File: config.mk
export PLATFORM = sky130hd
export DESIGN_NAME = led_chaser_seq
export DESIGN_NICKNAME = d
export VERILOG_FILES = /design/src/rtl/led_chaser_seq.sv
export SDC_FILE = /design/constraint.sdc
export NUM_CORES = 1
export LEC_CHECK = 0
export CAP_MARGIN = 20
export CORE_UTILIZATION = 48
export DETAILED_ROUTE_END_ITERATION = 10
export GPL_ROUTABILITY_DRIVEN = 0
export PLACE_DENSITY = 0.79
export SYNTH_ARGS = -nofsm -noshare
export SYNTH_HDL_FRONTEND = slang
export SYNTH_SLANG_ARGS = --single-unit
File: constraint.sdc
create_clock -name clk -period 3.9 [get_ports clk]
set_input_delay 0.78 -clock clk [delete_from_list [all_inputs] [get_ports clk]]
set_output_delay 0.78 -clock clk [all_outputs]
set_load 0.02 [all_outputs]
File: src/rtl/led_chaser_seq.sv
// LED position sequencer: a prescaled or single-stepped ADVANCE walks a 3-bit
// index 0..7 either circularly (wrap) or back-and-forth (bounce).
module led_chaser_seq #(
    parameter int CLK_DIV = 5000000,
    parameter int DIV_W   = 23
) (
    input  logic       clk,
    input  logic       rst,
    input  logic       en,
    input  logic       mode,
    input  logic       dir,
    input  logic       step_req,
    output logic [2:0] sel,
    output logic       tick,
    output logic       dir_out
);

    typedef enum logic {
        ST_UP   = 1'b0,
        ST_DOWN = 1'b1
    } state_t;

    localparam logic [DIV_W-1:0] DIV_MAX = DIV_W'(CLK_DIV - 1);

    logic [DIV_W-1:0] r_div;
    logic             r_step_d;
    logic [2:0]       r_sel;
    logic             r_tick;
    state_t           r_state;

    logic             w_div_wrap;
    logic             w_step_edge;
    logic             w_advance;
    state_t           w_state_nxt;
    logic [2:0]       w_sel_nxt;

    assign w_div_wrap  = (r_div == DIV_MAX);
    assign w_step_edge = step_req & ~r_step_d;
    // Step requests only count while paused; free-run owns the cadence otherwise.
    assign w_advance   = en ? w_div_wrap : w_step_edge;

    always_ff @(posedge clk or posedge rst) begin
        if (rst) begin
            r_div    <= '0;
            r_step_d <= 1'b0;
        end else begin
            r_step_d <= step_req;
            if (!en || w_div_wrap) begin
                r_div <= '0;
            end else begin
                r_div <= r_div + DIV_W'(1);
            end
        end
    end

    always_ff @(posedge clk or posedge rst) begin
        if (rst) begin
            r_state <= ST_UP;
            r_sel   <= 3'd0;
            r_tick  <= 1'b0;
        end else begin
            r_state <= w_state_nxt;
            r_sel   <= w_sel_nxt;
            r_tick  <= w_advance;
        end
    end

    always_comb begin
        w_state_nxt = r_state;
        w_sel_nxt   = r_sel;
        if (w_advance) begin
            if (!mode) begin
                w_state_nxt = dir ? ST_DOWN : ST_UP;
                w_sel_nxt   = dir ? (r_sel - 3'd1) : (r_sel + 3'd1);
            end else if (r_state == ST_UP) begin
                // End points turn around immediately, with no dwell.
                if (r_sel == 3'd7) begin
                    w_state_nxt = ST_DOWN;
                    w_sel_nxt   = 3'd6;
                end else begin
                    w_sel_nxt   = r_sel + 3'd1;
                end
            end else begin
                if (r_sel == 3'd0) begin
                    w_state_nxt = ST_UP;
                    w_sel_nxt   = 3'd1;
                end else begin
                    w_sel_nxt   = r_sel - 3'd1;
                end
            end
        end
    end

    always_comb begin
        sel     = r_sel;
        tick    = r_tick;
        dir_out = r_state;
    end

endmodule

Word-level counts from Yosys, hierarchy flattened
Cells that the tools add are included.
Word-level totals
  flip-flop bits (word level): 29
  output and inout bits: 5
  word-level logic and storage cells: 27
Cells by class
  $add $sub $neg: 3
  equal/unequal tests: 2
  muxes and demuxes: 12
  bitwise operators: 2
  reduce and logical (&&, ||, !) cells: 3
Operators by type and width (number)
  adder 23 x 1 -> 23 bit (second input constant): 1
  equality test 23 bit (second input constant): 1
  2-to-1 mux 23 bit: 1
  2-to-1 mux 3 bit: 5
  2-to-1 mux 1 bit: 6
  adder 3 x 1 -> 3 bit (second input constant): 1
  equality test 3 bit (second input constant): 1
  zero test 3 bit: 1
  subtractor 3 x 1 -> 3 bit (second input constant): 1
  AND 1 bit: 1
  zero test 1 bit: 1
  logical OR 1 bit: 1
  NOT 1 bit: 1

Depth between registers and ports, before layout
Gate-level depths: netlist of run 1.
  word-level depth: 4
  mapped depth: 7
  depth with buffers taken out: 7

Worst setup path after synthesis of run 1
OpenSTA, ideal clock, no wires.
  kind: register -> register
  start point: register r_div[0]
  end point: register r_sel[0], in the netlist sel[0]
  setup time: 0.125 ns
  data arrival time: 1.722 ns
  setup slack: 2.053 ns
  cell stages (with the launch flop): 7
  buffers on the path: 1
  cell sequence: dfrtp_1 > ha_1 > and4_1 > buf_2 > nand2_2 > o41ai_4 > mux2_4
On the way
  word-level cells in the longest chain between the ends: 2
Ends and longest elaborated chain
  from (decl): RTL line 25  | logic [DIV_W-1:0] r_div;
  from (signal assigned): RTL line 51  | r_div <= r_div + DIV_W'(1);
  equality test 23 bit: RTL line 37  | assign w_div_wrap = (r_div == DIV_MAX);
  2-to-1 mux 1 bit: RTL line 40  | assign w_advance = en ? w_div_wrap : w_step_edge;
  net w_advance: RTL line 33  | logic w_advance;
  to (signal assigned): RTL line 63  | r_sel <= w_sel_nxt;
  to (decl): RTL line 27  | logic [2:0] r_sel;
The timed path passes the listed nets, and every way through them passes these cells.
A chain may end at the register's enable or synchronous reset.

Final worst setup path of run 1
  start point: register r_sel[2], in the netlist sel[2]
  end point: output port sel[2]
RTL lines
  to (decl): RTL line 13  | output logic [2:0] sel,
No word-level cell between the ends.

==> metrics.md, run 1 <==
| Metric | Value |
|---|---|
| Die ar. | `between 3000 and 4000 um2` |
| Fin. Hold Viols | `0` |
| Critical Path Stages | `1` |
| # clock sinks | `29` |
| F_max | `0.437 GHz` |
| Routed via count | `between 1000 and 1500` |
| Core Footprint | `3100 um2` |
| VDD IR max | `between 0.0002 and 0.0003 V` |
| Critical path's slowest cell | `clkdlybuf4s50_1` |
| MaxCap Viol Count | `0` |
| Largest net degree at the start of global routing | `30` |
| DRC viols | `0` |
| RSZ-0062 raised after global routing | `false` |
| Synth Area per Inst | `9.58 um2` |
| Initial antenna violation count | `0` |
| Total track usage | `0.196` |
| Cell taking the most area after synthesis | `dfrtp_1` |
| CTS Buf Count | `5` |
| Largest delay share family, worst path | `buffers and inverters` |
| Vias per cell | `between 5 and 6` |
| Final min period | `about 2300 ps` |
| GRT overflow | `0` |
| Final Cycle Share | `0.587` |
| WL final | `3130 um` |
| Synth area leaders | `dfrtp_1 (45%), xor2_1 (4.9%), ha_1 (4.7%)` |
| Max Slew Vio Count | `0` |
| Register area share after synthesis | `0.453` |
| YS warnings | `0` |
| Count of buffer and inverter cells on the critical path | `1` |
| DRT iter0 DRCs | `84` |
| Hold path depth | `1` |
| Final setup viols | `0` |
| Outcome | `finished clean` |
| Setup_tns | `0 ps` |
| DR WL/cell | `13.9 um` |
| Crit path kind | `reg2out` |
| Height of the die | `~60 um` |
| Final worst setup slack | `between 1500 and 2000 ps` |
| Top cells by count, synth | `dfrtp_1 (29), nor2_1 (18), a21oi_1 (13), inv_1 (11)` |
| Post-synth top area share | `0.453` |
| Max incr delay on CP | `between 600 and 700 ps` |
| Clock latency on the worst-skew pair | `330 ps` |
| Layout Area Growth over Synthesis | `16.8%` |
| CP Max Fanout | `7` |
| Root Driver | `clkbuf_4` |
| Power Dens Cells | `about 490 nW/um2` |
| Cell Chain, Critical Path | `clkdlybuf4s50_1` |
| Number of flops mapped to enable cells by yosys | `0` |
| Synth Net Count | `179` |
| Rel. slew slack | `0.682` |
| Post-synth ARST share | `1.00` |
| H-tree levels | `2` |
| Post-CTS setup buffer count | `0` |
| CTS tree | `done` |
| R2R depth | `5` |
| Post-synth top flop | `dfrtp_1` |
| Measured slew at the worst slew-check pin | `475 ps` |
| Nets@finish | `approximately 190` |
| TritonRoute pass-1 iters | `4` |
| Worst Clk Skew | `9.89 ps` |
| Clock transition at the registers of the reported paths | `100 ps` |
| Clock Path Buffers | `2` |
| ANT nets after route | `0` |
| Number of diodes | `0` |
| Vias in the first global route | `about 1200` |
| Worst setup EP type | `output pin` |
| Startpoint types | `register` |
| Overall die width | `around 60 um` |
| Place WS | `about 1500 ps` |
| Crit path required time | `between 3000 and 4000 ps` |
| Gates resized, CTS repair | `0` |
| Site row count | `20` |
| WP data arrival | `~1500 ps` |
| Most common cell in the netlist | `dfrtp_1` |
| Post-Syn Area | `1600 um2` |
| Post-DP HPWL | `~2300 um` |
| Pleak | `0.000821 uW` |
| Port buffer count | `10` |
| First-pass GRT wire length | `roughly 5200 um` |
| Worst Hold Class | `reg2reg` |
| Synth cell types | `34` |
| Layout cells sized above 1 | `0.0989` |
| Starting density of the core | `0.516` |
| Hold bufs inserted after CTS | `0` |
| Synth Register Bits | `29` |
| I/O pin total | `11` |
| Post-synthesis cell count | `between 150 and 200` |
[final cells by class]
class,count,area [um2]
fillers,273,1230
clock inverters,3,65.1
clock buffers,5,37.5
multi-input cells,122,810
repair buffers,12,135
well taps,44,55.1
inverters,11,41.3
flip-flops and latches,29,726
[flip-flops by register name, indices dropped and copies added, names as in the netlist]
signal    flops
sel           3
dir_out       1
r_div        23
tick          1
r_step_d      1
[through the flow]
step           hold slack [ps]   util  std cells  power, uW  instance area, um2
3_3_place_gp               438  0.560        217        590                1740
3_5_place_dp               444  0.560        217        602                1740
2_1_floorplan              424      -        167        518                1600
4_1_cts                    456  0.594        225        914                1840
5_1_grt                    466  0.602        226        964                1870
6_report                   452  0.602        226        912                1870
[routing by layer]
layer,GRT usage,vias to the layer above,share of wire
met5,0,-,0
met4,0.0997,0,0.017
li1,-,623,-
met1,0.233,596,0.45
met3,0.0541,5,0.028
met2,0.324,23,0.51
[final timing paths]
| path | startpoint | end | slack [ps] |
|---|---|---|---|
| min in group asynchronous | rst | r_div[19] | 710 |
| max in group asynchronous | rst | r_div[7] | 2750 |
| worst min register to register | r_div[0] | r_div[0] | 450 |
| worst max register to register | r_div[0] | sel[0] | 1890 |
| worst min-delay path | r_div[0] | r_div[0] | 450 |
| worst max-delay path | sel[2] | sel[2] | 1610 |
[logic make-up after synthesis]
| group | count (synthesis) | synth area share |
|---|---|---|
| AO/OA/AOI/OAI | 30 | 0.124 |
| XOR/XNOR | 12 | 0.0657 |
| adder cells (fa/ha/maj) | 6 | 0.0469 |
| buffers and inverters | 16 | 0.0407 |
| flip-flops | 29 | 0.453 |
| multiplexers | 4 | 0.0313 |
| AND/OR/NAND/NOR | 70 | 0.238 |
[where the power goes]
| part | internal, uW | switching [uW] | total, uW |
|---|---|---|---|
| Sequential | 323 | 39.0 | 362 |
| Combinational | 121 | 120 | 241 |
| Clock | 198 | 110 | 308 |
[layout by cell type (no fill, tap or decap), drive strengths merged]
master,Yosys,final
mux2i,2,2
buf,4,2
clkbuf,1,5
nor4b,1,1
and3,5,5
nand4,7,7
a21oi,13,13
inv,11,11
and2,1,1
nand2,10,10
or3b,1,1
nor4,1,1
clkinv,0,1
nor2,18,18
o211ai,1,1
xnor2,3,3
mux2,2,2
or2,1,1
o31ai,6,6
nor2b,2,2
and4,2,2
o41ai,1,1
or3,5,5
or4,5,5
o21ai,7,7
a31oi,1,1
nand2b,1,1
a22oi,1,1
bufinv,0,2
clkdlybuf4s50,0,10
dfrtp,29,29
xor2,9,9
ha,6,6
nor3,1,1
nand3,9,9
No activity file was read; power rests on OpenSTA's default activity.
==> run 2, diff against run 1 <==
Settings changed: PLACE_DENSITY 0.79 to 0.82.
Clock period 3.9 ns to 2 ns, I/O delays scaled along.
==> metrics.md, run 2 (synthesized netlist as in run 1, its figures left out) <==
| Metric | Value |
|---|---|
| Outcome | `finished clean (unchanged)` |
| Vias per cell | `5.60 (was 5.52)` |
| Worst setup EP type | `register (was output pin)` |
| Max Slew Vio Count | `0 (unchanged)` |
| H-tree levels | `2 (unchanged)` |
| DR WL/cell | `14.1 um (was 13.9 um)` |
| Starting density of the core | `0.516 (unchanged)` |
| Height of the die | `59.7 um (unchanged)` |
| Overall die width | `59.7 um (unchanged)` |
| Number of placed instances, taps included | `221 (was 217)` |
| Total track usage | `0.205 (was 0.196)` |
| Pleak | `0.000821 uW (about the same)` |
| Fin. Hold Viols | `0 (unchanged)` |
| I/O pin total | `11 (unchanged)` |
| Layout cells sized above 1 | `0.133 (was 0.0989)` |
| WL final | `3260 um (was 3130 um)` |
| Startpoint types | `register (unchanged)` |
| Crit path required time | `2250 ps (was 3120 ps)` |
| Power Dens Cells | `826 nW/um2 (was 488 nW/um2)` |
| MaxCap Viol Count | `0 (unchanged)` |
| CTS tree | `done (unchanged)` |
| Hold bufs inserted after CTS | `0 (unchanged)` |
| Measured slew at the worst slew-check pin | `398 ps (was 475 ps)` |
| # clock sinks | `29 (unchanged)` |
| Largest net degree at the start of global routing | `29 (was 30)` |
| TritonRoute pass-1 iters | `4 (unchanged)` |
| Root Driver | `clkbuf_4 (unchanged)` |
| First-pass GRT wire length | `5390 um (was 5190 um)` |
| Worst Clk Skew | `14.2 ps (was 9.89 ps)` |
| Site row count | `20 (unchanged)` |
| Total Power | `1540 uW (was 912 uW)` |
| Crit path kind | `reg2reg (was reg2out)` |
| Rel. slew slack | `0.734 (was 0.682)` |
| Nets@finish | `199 (was 193)` |
| Final Cycle Share | `0.951` |
| DRT iter0 DRCs | `61 (was 84)` |
| F_max | `around 0.53 GHz` |
| DRC viols | `0 (unchanged)` |
| Post-DP HPWL | `2370 um (was 2270 um)` |
| CP Max Fanout | `5 (was 7)` |
| Final worst setup slack | `98.8 ps (was 1610 ps)` |
| R2r setup slk | `100 ps (was 1890 ps)` |
| Setup_tns | `0 ps (unchanged)` |
| ANT nets after route | `0 (unchanged)` |
| Layout Area Growth over Synthesis | `16.3% (was 16.8%)` |
| GRT overflow | `0 (unchanged)` |
| Clock Path Buffers | `2 (unchanged)` |
| WP data arrival | `2150 ps (was 1510 ps)` |
| Largest register FFs | `23 (unchanged)` |
| R2R depth | `6 (was 5)` |
| Clock transition at the registers of the reported paths | `100 ps (about the same)` |
| Die ar. | `3570 um2 (unchanged)` |
| Port buffer count | `10 (unchanged)` |
| VDD IR max | `0.000409 V (was 0.000283 V)` |
| Initial antenna violation count | `0 (unchanged)` |
| Place WS | `54.5 ps (was 1530 ps)` |
| Final setup viols | `0 (unchanged)` |
| Vias in the first global route | `1254 (was 1210)` |
| Layout Utilization | `0.600 (was 0.602)` |
| Number of diodes | `0 (unchanged)` |
| Routed via count | `1299 (was 1247)` |
| Most flops, register | `r_div (unchanged)` |
| Worst Hold Class | `in2async (was reg2reg)` |
| Core Footprint | `3100 um2 (unchanged)` |
| Most common cell after layout, fill and taps aside | `dfrtp_1 (unchanged)` |
| Clock latency on the worst-skew pair | `320 ps (was 330 ps)` |
| Final min period | `around 1900 ps` |
| Fill count | `283 (was 273)` |
| Final Non-Filler Cells | `232 (was 226)` |
| CTS Buf Count | `5 (unchanged)` |
| Commonest non-fill, non-tap cells in the layout | `dfrtp_1 (29), nor2_1 (18), a21oi_1 (13) (unchanged)` |
[run 2: final cells by class]
type                            count  area (um2)  share of cell area
Multi-Input combinational cell    122         815               0.438
Clock inverter                      2        10.0             0.00538
Clock buffer                        6        41.3              0.0222
Tap cell                           44        55.1              0.0296
Inverter                           11        41.3              0.0222
Timing Repair Buffer               18         173              0.0928
Sequential cell                    29         726               0.390
[run 2: power by group]
part	total (uW)	switching (uW)	leakage, uW	internal, uW
Combinational	517	266	0.000398	251
Clock	329	195	0.0000320	134
Sequential	690	59.8	0.000392	631
Total	1540	521	0.000821	1020
[run 2: path summary, 6_finish.rpt]
check                           startpoint   endpoint
worst min-delay path                   rst   r_step_d
min in group clk                  r_div[0]   r_div[0]
worst max-delay path              r_div[0]  r_div[20]
worst min register to register    r_div[0]   r_div[0]
worst max register to register    r_div[0]  r_div[20]
max in group asynchronous              rst  r_div[10]
[run 2: stage by stage]
step                hold slack, ps  instance area [um2]
floorplan                      424                 1600
global placement               437                 1780
detailed placement             445                 1780
CTS                            223                 1830
global route                   229                 1860
finish                         228                 1860
[run 2: worst max-delay path, stage by stage (launching register included)]
cell,delay (ps)
dfrtp_1,360
ha_2,220
and4_4,250
buf_4,140
nand4_1,180
or4_1,550
a21oi_1,150
[run 2: metal layers]
layer,part of all wire,vias up,track usage
met4,0.0086,0,0.0698
met3,0.044,4,0.0693
met2,0.51,25,0.333
met5,0,-,0
met1,0.44,638,0.253
li1,-,632,-
[run 2: what timing repair did]
item                                    4_1_cts  5_1_grt
endpoints found under the setup margin        0        6
gates resized for setup                       0        2
hold endpoints to repair                      0        0
setup buffers                                 0        3
==> run 3, diff against run 2 <==
Settings changed: CORE_UTILIZATION 48 to 40, PLACE_DENSITY 0.82 to 0.72.
==> metrics.md, run 3 (synthesized netlist as in run 1, its figures left out) <==
| Metric | Value |
|---|---|
| Root Driver | `clkbuf_8 (was clkbuf_4)` |
| Cell Chain, Critical Path | `ha_1 -> ha_1 -> o21ai_0 -> or3b_2 -> nand3_1 -> mux2i_1 (was ha_2 -> and4_4 -> buf_4 -> nand4_1 -> or4_1 -> a21oi_1)` |
| ANT nets after route | `0 (unchanged)` |
| Setup_tns | `0 ps (unchanged)` |
| VDD IR max | `0.000403 V (was 0.000409 V)` |
| TritonRoute pass-1 iters | `4 (unchanged)` |
| H-tree levels | `2 (unchanged)` |
| Starting density of the core | `0.427 (was 0.516)` |
| Worst setup EP type | `register (unchanged)` |
| Clock latency on the worst-skew pair | `280 ps (was 320 ps)` |
| Worst Clk Skew | `5.70 ps (was 14.2 ps)` |
| Outcome | `finished clean (unchanged)` |
| Most common cell after layout, fill and taps aside | `dfrtp_1 (unchanged)` |
| Max incr delay on CP | `470 ps (was 550 ps)` |
| Clock transition at the registers of the reported paths | `60 ps (was 100 ps)` |
| Final min period | `1850 ps (was 1900 ps)` |
| Largest register FFs | `23 (unchanged)` |
| Layout Area Growth over Synthesis | `17.3% (was 16.3%)` |
| Clock Path Buffers | `2 (unchanged)` |
| Largest net degree at the start of global routing | `30 (was 29)` |
| Most flops, register | `r_div (unchanged)` |
| Met3 WL | `101 um (was 142 um)` |
| Fill count | `363 (was 283)` |
| Vias per cell | `5.32 (was 5.60)` |
| Most Frequent Cell on Critical Path | `ha_1` |
| I/O pin total | `11 (unchanged)` |
| DRT iter0 DRCs | `55 (was 61)` |
| Rel. slew slack | `0.760 (was 0.734)` |
| RSZ-0062 raised after global routing | `false` |
| Met2 WL post-DR | `1350 um (was 1660 um)` |
| DRC viols | `0 (unchanged)` |
| # clock sinks | `29 (unchanged)` |
| Final Cycle Share | `0.923 (was 0.951)` |
| Area of the multi-input gates | `816 um2 (was 815 um2)` |
| Initial antenna violation count | `0 (unchanged)` |
| Site row count | `22 (was 20)` |
| Power Dens Cells | `858 nW/um2 (was 826 nW/um2)` |
| Layout cells sized above 1 | `0.124 (was 0.133)` |
| Die ar. | `4260 um2 (was 3570 um2)` |
| CP Max Fanout | `3 (was 5)` |
| Vias in the first global route | `1167 (was 1254)` |
| Final Non-Filler Cells | `234 (was 232)` |
| Register area | `726 um2 (unchanged)` |
| Port buffer count | `10 (unchanged)` |
| Fin. Hold Viols | `0 (unchanged)` |
| WP data arrival | `2010 ps (was 2150 ps)` |
| Max Slew Vio Count | `0 (unchanged)` |
| Commonest non-fill, non-tap cells in the layout | `dfrtp_1 (29), nor2_1 (18), a21oi_1 (13) (unchanged)` |
| Startpoint types | `register (unchanged)` |
| Critical path's slowest cell | `or3b_2 (was or4_1)` |
| CTS tree | `done (unchanged)` |
| Crit path kind | `reg2reg (unchanged)` |
| Overall die width | `65.3 um (was 59.7 um)` |
| MaxCap Viol Count | `0 (unchanged)` |
| Routed via count | `1244 (was 1299)` |
| DR WL/cell | `12.9 um (was 14.1 um)` |
| Measured slew at the worst slew-check pin | `359 ps (was 398 ps)` |
| Number of placed instances, taps included | `227 (was 221)` |
| Worst Hold Class | `reg2reg (was in2async)` |
| CTS Buf Count | `5 (unchanged)` |
| Pleak | `0.000829 uW (was 0.000821 uW)` |
| Total track usage | `0.161 (was 0.205)` |
| Post-DP HPWL | `2080 um (was 2370 um)` |
| First-pass GRT wire length | `5080 um (was 5390 um)` |
| Wire length on met1 | `1520 um (was 1440 um)` |
| GRT overflow | `0 (unchanged)` |
| Core Footprint | `3740 um2 (was 3100 um2)` |
| Height of the die | `65.3 um (was 59.7 um)` |
| DR top layer | `met4 (unchanged)` |
| Final setup viols | `0 (unchanged)` |
| Nets@finish | `199 (unchanged)` |
| Number of diodes | `0 (unchanged)` |
| F_max | `0.542 GHz (was 0.526 GHz)` |
| WL final | `3010 um (was 3260 um)` |
| Crit path required time | `2170 ps (was 2250 ps)` |
==> run 3: changes by cell type in the layout (fill, tap and decap cells not counted), sizes merged <==
cell	delta
clkbuf	-1
clkinv	-1
==> run 3: critical path: cells and delay by family (launching register included) <==
kind,cells,cell delay [ps]
flops,1,400
simple gates,2,570
fa+ha+maj,2,440
mux,1,70
compound gates,1,250
==> run 3: final cells by class <==
type / instances / share of cell area
Clock inverter: 1 / 0.00267
Clock buffer: 5 / 0.0367
Timing Repair Buffer: 18 / 0.0853
Sequential cell: 29 / 0.387
Tap cell: 48 / 0.0320
Inverter: 11 / 0.0220
Multi-Input combinational cell: 122 / 0.435
==> run 3: routing by layer <==
| layer | track usage | up-vias |
|---|---|---|
| met5 | 0 | - |
| met4 | 0.0598 | 0 |
| met3 | 0.0625 | 5 |
| met2 | 0.238 | 11 |
| met1 | 0.210 | 603 |
| li1 | - | 625 |
==> run 3: what timing repair did <==
item | CTS | global route
setup buffers | 0 | 1
hold buffers | 0 | 0
resized for setup | 0 | 1
endpoints found under the setup margin | 0 | 5
==> run 3: worst paths after layout <==
check	start	to	slack (ps)	cells past startpoint
min in group asynchronous	rst	r_div[16]	480	3
worst min-delay path	r_div[0]	r_div[0]	450	1
worst max-delay path	sel[0]	sel[1]	150	6
worst min register to register	r_div[0]	r_div[0]	450	1
max in group asynchronous	rst	r_div[12]	1250	3
worst max register to register	sel[0]	sel[1]	150	6
==> run 3: where the power goes <==
part	switching, uW	internal (uW)
Sequential	61.4	632
Combinational	238	244
Clock	206	228
==> run 3: through the flow <==
step	cell area [um2]	power (uW)	hold WS, ps	util	setup WS (ps)
final	1880	1610	454	0.501	154
after global routing	1880	1720	479	0.501	39.7
after CTS	1860	1640	458	0.498	111
after detailed placement	1790	1190	450	0.478	114
after global placement	1790	1190	446	0.478	135
after floorplan	1600	1010	424	-	153
